`src/rtl/alu_mul_sequencer.sv`:
```
// alu_mul_sequencer: multi-cycle unsigned shift-add multiplier that borrows the
// shared EX-stage ALU adder. One add-and-shift step per cycle for WIDTH cycles,
// with the 2*WIDTH product accumulated in hi/lo. The pipeline stalls on busy.
module alu_mul_sequencer #(
    parameter int         WIDTH   = 32,
    parameter logic [1:0] SEL_AND = 2'b00,
    parameter logic [1:0] SEL_ADD = 2'b10
) (
    input  logic             clk,
    input  logic             rst,
    input  logic             start,
    input  logic [WIDTH-1:0] mcand,
    input  logic [WIDTH-1:0] mplier,
    output logic [1:0]       alu_sel,
    output logic             alu_invert_b,
    output logic             alu_cin,
    output logic [WIDTH-1:0] alu_a,
    output logic [WIDTH-1:0] alu_b,
    input  logic [WIDTH-1:0] alu_result,
    input  logic             alu_cout,
    output logic             busy,
    output logic             done,
    output logic [WIDTH-1:0] hi,
    output logic [WIDTH-1:0] lo
);

    localparam int            CW   = (WIDTH > 1) ? $clog2(WIDTH) : 1;
    localparam logic [CW-1:0] LAST = CW'(WIDTH - 1);

    typedef enum logic [1:0] {
        IDLE = 2'd0,
        CALC = 2'd1,
        DONE = 2'd2
    } state_t;

    state_t           state;
    logic [CW-1:0]    count;
    logic [WIDTH-1:0] mcandReg;
    logic             calcActive;

    assign calcActive = (state == CALC);

    // ALU steering: add hi + (lo[0] ? mcand : 0) while iterating, quiescent otherwise
    assign alu_sel      = calcActive ? SEL_ADD : SEL_AND;
    assign alu_invert_b = 1'b0;
    assign alu_cin      = 1'b0;
    assign alu_a        = calcActive ? hi : '0;
    assign alu_b        = (calcActive && lo[0]) ? mcandReg : '0;

    // Sequencer FSM with the product accumulator and registered busy/done flags
    always_ff @(posedge clk or posedge rst) begin
        if (rst) begin
            state    <= IDLE;
            count    <= '0;
            mcandReg <= '0;
            hi       <= '0;
            lo       <= '0;
            busy     <= 1'b0;
            done     <= 1'b0;
        end else begin
            case (state)
                IDLE: begin
                    done <= 1'b0;
                    if (start) begin
                        state    <= CALC;
                        mcandReg <= mcand;
                        hi       <= '0;
                        lo       <= mplier;
                        count    <= '0;
                        busy     <= 1'b1;
                    end
                end
                CALC: begin
                    // The adder carry becomes the new MSB of hi; the retired
                    // multiplier bit falls off the bottom of lo.
                    {hi, lo} <= {alu_cout, alu_result, lo[WIDTH-1:1]};
                    count    <= count + 1'b1;
                    if (count == LAST) begin
                        state <= DONE;
                        done  <= 1'b1;
                    end
                end
                DONE: begin
                    state <= IDLE;
                    busy  <= 1'b0;
                    done  <= 1'b0;
                end
                default: begin
                    state <= IDLE;
                    busy  <= 1'b0;
                    done  <= 1'b0;
                end
            endcase
        end
    end

endmodule
```
`config.mk`:
```
export PLATFORM = sky130hd
export DESIGN_NAME = alu_mul_sequencer
export DESIGN_NICKNAME = d
export VERILOG_FILES = /design/src/rtl/alu_mul_sequencer.sv
export SDC_FILE = /design/constraint.sdc
export NUM_CORES = 1
export LEC_CHECK = 0
export CORE_MARGIN = 2
export CORE_UTILIZATION = 40
export CTS_CLUSTER_SIZE = 40
export DETAILED_ROUTE_END_ITERATION = 10
export PLACE_DENSITY_LB_ADDON = 0.05
export SLEW_MARGIN = 20
export SYNTH_ARGS = -nofsm -noshare
export SYNTH_HDL_FRONTEND = slang
export SYNTH_SLANG_ARGS = --single-unit
```
`constraint.sdc`:
```
create_clock -name clk -period 4.62 [get_ports clk]
set_input_delay 0.924 -clock clk [delete_from_list [all_inputs] [get_ports clk]]
set_output_delay 0.924 -clock clk [all_outputs]
set_load 0.02 [all_outputs]
```
==> results.yml, run 1 <==
timing:
  report.final.slew_viol_count: 0
  max_freq_ghz: 0.263
  period_needed_ps: 3810
  setup-tns-final_ps: 0
  fin_crit_sh_pct: 82.4
  relSlewSlack_pct: 35.9
  fin_skew_ps: 6.99
  setup_ws_ps: 812
  rsz0062_at_grt: "false"
  finalSetupViolations: 0
  timing.hold.ws_ps: 494
  finalHoldViolCount: 0
  worstMarginPinSlew_ps: 962
global_route:
  grt_pass1_wl_um: 21700
  first_global_vias: 4191
  grt_max_degree: 93
  antenna_found_initial: 0
  grt.total_usage_pct: 21.0
  grt_overflow: 0
yosys:
  synth_cell_type_count: 27
  synth_seq_cells: 105
  synth_warnings: 0
  synthTopCellsByArea: "dfrtp_1, mux2_4, a22o_1"
  synth_flop_cell: "dfrtp_1"
  syn_avg_cell_area_um2: 11.4
  synth_edf_count: 0
  synth_top_cell_area_share_pct: 53.5
  yosysMostFrequentCell: "dfrtp_1"
  yosysTopAreaCell: "dfrtp_1"
  async_flop_share_pct: 100
  synth_common_cells: "dfrtp_1, o21ai_0, a22o_1, and2_1, and3_1"
  netlist_area_um2: 4910
  yosysSeqAreaShare_pct: 53.5
  syn-instance-count: 429
cts:
  clk_latency_ps: 340
  numClockSinks: 105
  post-cts-setup-buffers: 0
  hold_buffers: 0
  clk_pin_slew_ps: 60
  cts_tree: "built"
  cts-root-buf: "clkbuf_16"
  cts.repair.resized: 0
  htreeDepth: 3
  cts-buffers-inserted: 9
  clock_tree.buffer_depth: 2
finish:
  n_antenna_cell: 0
  layout.nets: 740
  area_growth_pct: 53.2
  drive_gt1_share_pct: 8.75
  utilization_pct: 62.6
die:
  pin_count: 234
  fp.dieW_um: 115
  fp-row-count: 40
  dieArea_um2: 13200
  die_h_um: 115
  start_util_pct: 40.9
  core_area_um2: 12000
placed_design:
  portBuffers: 230
  place_ws_ps: 1190
  dp_hpwl_um: 9630
  place_congestion: 0.725
setup_path:
  crit_family: "buffers and inverters"
  slowest_delay_ps: 540
  arrival_ps: 2880
  crit_path_max_fanout: 92
  critPathBufInv: 4
  crit_required_ps: 3700
  crit_type: "reg2out"
  start_kind: "register"
  critPathSlowestCell: "clkdlybuf4s50_1"
  cp_cell_sequence: "buf_4 > nand2b_1 > clkinv_2 > buf_12 > and3_1 > clkdlybuf4s50_1"
  end_kind: "primary output"
power_and_ir_drop:
  total_power_uw: 4850
  p_per_area_nw_per_um2: 645
  irDropWorstVdd_v: 0.000377
  p_leak_uw: 0.00331
routing:
  vias: 4109
  first_iter_violations: 175
  drc: 0
  viasPerCell: 5.22
  wire_per_inst_um: 17.7
  drt_pass1_iterations: 4
  routed_wl_um: 14000
  ant_nets: 0
min_path:
  hold_path_class: "reg2reg"
outcome:
  run_status: "completed"
job:
  maxCapViolCount: 0
## worst reg2reg max path, delay by kind of cell (launching register included)
| kind | cells | cell delay, ps |
|---|---|---|
| simple gates | 1 | 710 |
| buf+inv | 2 | 600 |
| mux | 1 | 360 |
| flops | 1 | 370 |
## stage by stage
| stage | instances | instance area [µm²] |
|---|---|---|
| 3_3_place_gp | 774 | 7270 |
| 2_1_floorplan | 431 | 4920 |
| 3_5_place_dp | 774 | 7270 |
| 6_report | 787 | 7520 |
| 5_1_grt | 787 | 7520 |
| 4_1_cts | 787 | 7520 |
## cells by family after synthesis
| kind of cell | Yosys count | synth area share [%] |
|---|---|---|
| multiplexers | 35 | 10.0 |
| buffers and inverters | 46 | 4.71 |
| adder cells (fa/ha/maj) | 2 | 0.509 |
| AND/OR/NAND/NOR | 107 | 13.4 |
| other | 1 | 0.0764 |
| AO/OA/AOI/OAI | 133 | 17.8 |
| flip-flops | 105 | 53.5 |
## layout make-up
| cell class | count | area (µm²) |
|---|---|---|
| Clock buffer | 12 | 246 |
| Clock inverter | 1 | 5.00 |
| Fill cell | 1006 | 4490 |
| Inverter | 4 | 18.8 |
| Multi-Input combinational cell | 280 | 2070 |
| Sequential cell | 105 | 2630 |
| Tap cell | 147 | 184 |
| Timing Repair Buffer | 238 | 2370 |
## report_power, final
group	switching, µW	total [µW]	internal, µW
combinational	1170	2510	1340
sequential	348	1670	1320
clock	307	677	371
## final timing paths
path | start | to | slack [ps] | depth (start not counted)
setup / recovery | state[0] | alu_b[13] | 810 | 6
hold reg to reg | count[2] | count[2] | 490 | 1
hold / removal | count[2] | count[2] | 490 | 1
max in group asynchronous | rst | count[2] | 2520 | 3
setup reg to reg | state[1] | mcandReg[5] | 2460 | 4
min in group asynchronous | rst | hi[27] | 1170 | 2
## metal layers
| metal | wire (µm) | global-route usage (%) | up-vias |
|---|---|---|---|
| li1 | - | - | 1939 |
| met1 | 6030 | 27.8 | 2004 |
| met2 | 6720 | 34.1 | 149 |
| met3 | 970 | 5.90 | 17 |
| met4 | 234 | 6.02 | 0 |
| met5 | 0 | 0 | - |
## flip-flops by register name (all words and copies together) (netlist names)
register,cells
hi,32
lo,32
mcandReg,32
count,5
state,2
busy,1
done,1
## placed cells by master, fill, tap and decap left out, types with 2 or more instances in the layout
cell type / instances
clkbuf_1: 2
and2_1: 33
mux2i_1: 3
buf_4: 7
clkdlybuf4s50_1: 230
o21ai_0: 35
ha_1: 2
clkbuf_16: 9
mux2_2: 5
dfrtp_1: 105
a21oi_1: 32
nor2b_1: 30
mux2_4: 27
inv_1: 2
clkinv_2: 2
nor2_1: 2
a22oi_1: 31
nand2_1: 4
conb_1: 3
and3_1: 33
a22o_1: 34
(Power assumes the default switching activity.)
==> run 2, diff against run 1 <==
==> constraint.sdc (replaced) <==
create_clock -name clk -period 3.61 [get_ports clk]
set_input_delay 0.722 -clock clk [delete_from_list [all_inputs] [get_ports clk]]
set_output_delay 0.722 -clock clk [all_outputs]
set_load 0.02 [all_outputs]
==> run 2 against run 1 <==
  * Clock skew up 7.1 ps
  * Clock power up 39%
  * Non-clock buffer count up 1
  * Register-to-register slack worse by 790 ps
  * Critical endpoint is now alu_b[10]
  * Largest power group unchanged
==> results.yml, run 2 (synthesized netlist as in run 1, its figures left out) <==
min_path:
  hold-path-endpoint: "count[3]"
  hold-path-cell-count: 1
  hold_start: "count[3]"
  hold_path_class: "reg2reg"
setup_path:
  ff2ff_setup_slack_ps: 1670
  timing.rr.start: "state[0]"
  start_kind: "register"
  reg2regPathDepth: 4
  arrival_ps: 2350
  crit_path_max_fanout: 87
  end_kind: "primary output"
  crit_required_ps: 2890
  crit_type: "reg2out"
  r2r-end: "mcandReg[6]"
outcome:
  run_status: "completed"
routing:
  routed_wl_um: 13600
  ant_nets: 0
  drc: 0
  wire_per_inst_um: 17.2
  drt_pass1_iterations: 4
  viasPerCell: 5.20
  vias: 4110
  first_iter_violations: 237
timing:
  worstMarginPinSlew_ps: 962
  finalSetupViolations: 0
  report.final.slew_viol_count: 0
  finalHoldViolCount: 0
  max_freq_ghz: 0.326
  timing.hold.ws_ps: 469
  setup-tns-final_ps: 0
  relSlewSlack_pct: 35.9
  period_needed_ps: 3070
  fin_skew_ps: 14.1
  setup_ws_ps: 542
  fin_crit_sh_pct: 85.0
  rsz0062_at_grt: "false"
finish:
  n_antenna_cell: 0
  drive_gt1_share_pct: 9.47
  layout.nets: 741
  mostFrequentLayoutCell: "clkdlybuf4s50_1"
  layout_common_cells: "clkdlybuf4s50_1, dfrtp_1, o21ai_0"
  top_regs: "hi x32, lo x32, mcandReg x32"
  area_growth_pct: 54.6
  finalNonFillerCells: 791
cts:
  clk_latency_ps: 340
  cts_tree: "built"
  cts-root-buf: "clkbuf_16"
  post-cts-setup-buffers: 0
  clock_tree.buffer_depth: 2
  cts.repair.resized: 0
  hold_buffers: 0
  cts-buffers-inserted: 9
  htreeDepth: 3
  numClockSinks: 105
  clk_pin_slew_ps: 60
job:
  maxCapViolCount: 0
power_and_ir_drop:
  total_power_uw: 6280
  irDropWorstVdd_v: 0.000473
  p_leak_uw: 0.00334
  p_per_area_nw_per_um2: 827
global_route:
  grt_overflow: 0
  first_global_vias: 4116
  grt.total_usage_pct: 20.3
  antenna_found_initial: 0
  grt_pass1_wl_um: 21200
  grt_max_degree: 88
placed_design:
  dp_cells: 775
  place_ws_ps: 796
  portBuffers: 230
  dp_hpwl_um: 9500
  place_congestion: 0.768
die:
  die_h_um: 115
  pin_count: 234
  dieArea_um2: 13200
  start_util_pct: 40.9
  core_area_um2: 12000
  fp-row-count: 40
  fp.dieW_um: 115
==> run 2: layout make-up <==
| cell class | count | area, µm² |
|---|---|---|
| Clock buffer | 12 | 256 |
| Clock inverter | 4 | 35.0 |
| Fill cell | 1000 | 4420 |
| Inverter | 4 | 18.8 |
| Multi-Input combinational cell | 280 | 2070 |
| Sequential cell | 105 | 2630 |
| Tap cell | 147 | 184 |
| Timing Repair Buffer | 239 | 2410 |
==> run 2: worst max path at each step <==
| stage | from | end | slack [ps] | cells past startpoint |
|---|---|---|---|---|
| after floorplan | rst | busy | 130 | 1 |
| after global placement | start | mcandReg[8] | 800 | 4 |
| after CTS | state[1] | alu_b[14] | 530 | 5 |
| final | state[1] | alu_b[10] | 540 | 5 |
| after global routing | state[1] | alu_b[14] | 400 | 5 |
| after detailed placement | start | mcandReg[11] | 800 | 4 |
==> run 2: per-layer routing <==
layer / vias to the layer above / GRT usage, % / routed length [µm]
li1: 1945 / - / -
met1: 2005 / 26.1 / 5800
met2: 154 / 34.4 / 6790
met3: 6 / 5.43 / 955
met4: 0 / 4.90 / 89
met5: - / 0 / 0
==> run 2: power by group <==
group | leakage (µW) | internal (µW) | switching [µW]
clock network | 0.000144 | 514 | 428
logic | 0.00193 | 1720 | 1500
registers | 0.00127 | 1690 | 435
total | 0.00334 | 3920 | 2360
==> run 2: worst max-delay path, cell delays in order (launching register included) <==
cell and delay [ps]:
dfrtp_1 370, nand2b_1 200, clkinv_2 220, buf_12 330, and3_1 230, clkdlybuf4s50_1 620
==> run 2: metrics by stage <==
step                      instance area [µm²]  utilization (%)
after floorplan                          4920                -
after global placement                   7300             60.8
after detailed placement                 7300             60.8
after CTS                                7590             63.2
after global routing                     7590             63.2
final                                    7590             63.2
==> run 3, diff against run 2 <==
==> constraint.sdc (replaced) <==
create_clock -name clk -period 2.93 [get_ports clk]
set_input_delay 0.586 -clock clk [delete_from_list [all_inputs] [get_ports clk]]
set_output_delay 0.586 -clock clk [all_outputs]
set_load 0.02 [all_outputs]
==> run 3 against run 2 <==
  * Global-route usage up 0.60 points
  * Largest cell class unchanged
  * Worst hold slack better by 2.6 ps
  * Combinational power increased by 25%
  * Sequential power rose by 22%
  * Final cell count increased by 0.25%
==> results.yml, run 3 (synthesized netlist as in run 1, its figures left out) <==
outcome:
  run_status: "completed"
finish:
  drive_gt1_share_pct: 9.75
  utilization_pct: 63.6
  layout.nets: 743
  n_antenna_cell: 0
  layout_common_cells: "clkdlybuf4s50_1, dfrtp_1, o21ai_0"
  top_regs: "hi x32, lo x32, mcandReg x32"
  mostFrequentLayoutCell: "clkdlybuf4s50_1"
  area_growth_pct: 55.5
die:
  core_area_um2: 12000
  fp-row-count: 40
  die_h_um: 115
  dieArea_um2: 13200
  fp.dieW_um: 115
  start_util_pct: 40.9
  pin_count: 234
routing:
  wire_per_inst_um: 17.6
  routed_wl_um: 14000
  vias: 4083
  viasPerCell: 5.15
  drt_pass1_iterations: 5
  drc: 0
  first_iter_violations: 296
  ant_nets: 0
cts:
  cts-buffers-inserted: 9
  post-cts-setup-buffers: 0
  numClockSinks: 105
  hold_buffers: 0
  cts.repair.resized: 0
  cts-root-buf: "clkbuf_16"
  clk_latency_ps: 340
  clk_pin_slew_ps: 70
  clock_tree.buffer_depth: 2
  htreeDepth: 3
  cts_tree: "built"
timing:
  timing.hold.ws_ps: 472
  setup_ws_ps: 192
  worstMarginPinSlew_ps: 860
  fin_crit_sh_pct: 93.4
  finalSetupViolations: 0
  report.final.slew_viol_count: 0
  period_needed_ps: 2740
  max_freq_ghz: 0.365
  fin_skew_ps: 5.18
  setup-tns-final_ps: 0
  relSlewSlack_pct: 42.5
  finalHoldViolCount: 0
  rsz0062_at_grt: "false"
placed_design:
  dp_hpwl_um: 9540
  place_ws_ps: 561
  portBuffers: 230
  place_congestion: 0.724
global_route:
  grt_pass1_wl_um: 21800
  grt_overflow: 0
  grt.total_usage_pct: 20.9
  first_global_vias: 4259
  antenna_found_initial: 0
  grt_max_degree: 82
setup_path:
  arrival_ps: 2150
  r2r-end: "mcandReg[21]"
  crit_path_max_fanout: 81
  end_kind: "primary output"
  timing.rr.start: "state[0]"
  reg2regPathDepth: 4
  start_kind: "register"
  ff2ff_setup_slack_ps: 990
  crit_required_ps: 2340
  crit_type: "reg2out"
power_and_ir_drop:
  p_leak_uw: 0.00336
  irDropWorstVdd_v: 0.000504
  p_per_area_nw_per_um2: 1030
min_path:
  hold-path-endpoint: "count[3]"
  hold_path_class: "reg2reg"
  hold_start: "count[3]"
  hold-path-cell-count: 1
job:
  maxCapViolCount: 0
[run 3: worst max-delay path by stage]
stage | cells after the start | startpoint | end | slack, ps
floorplan | 6 | state[1] | alu_a[10] | 930
global placement | 4 | start | lo[31] | 570
detailed placement | 4 | start | lo[31] | 560
CTS | 5 | state[1] | alu_a[16] | 190
global route | 5 | state[1] | alu_a[16] | 80
finish | 5 | state[1] | alu_a[16] | 190
[run 3: critical path: stages, from the launching register on]
cell and delay, ps:
dfrtp_1 370, nand2b_1 200, clkinv_2 110, buf_12 290, and2_1 180, clkdlybuf4s50_1 610
[run 3: where the power goes]
group	switching [µW]	internal, µW	leakage (µW)
logic	1900	2140	0.00194
clock network	512	745	0.000152
registers	501	2080	0.00127
total	2910	4960	0.00336
[run 3: routing by layer]
layer / GRT usage [%] / vias to the layer above / routed length (µm)
met2: 34.4 / 156 / 6780
met5: 0 / - / 0
met4: 5.30 / 0 / 160
li1: - / 1944 / -
met1: 27.4 / 1974 / 6040
met3: 6.01 / 9 / 987
[run 3: final cells by class]
class | count | area [µm²]
inverters | 4 | 20.0
flip-flops and latches | 105 | 2630
clock buffers | 10 | 229
fillers | 1002 | 4370
repair buffers | 241 | 2420
multi-input cells | 280 | 2070
clock inverters | 6 | 82.6
well taps | 147 | 184
[run 3: stage by stage]
| step | area, µm² | instances | power [µW] |
|---|---|---|---|
| after floorplan | 4920 | 431 | 4700 |
| after global placement | 7330 | 777 | 6570 |
| after detailed placement | 7330 | 777 | 6630 |
| after CTS | 7640 | 793 | 7940 |
| after global routing | 7640 | 793 | 8310 |
| final | 7640 | 793 | 7870 |
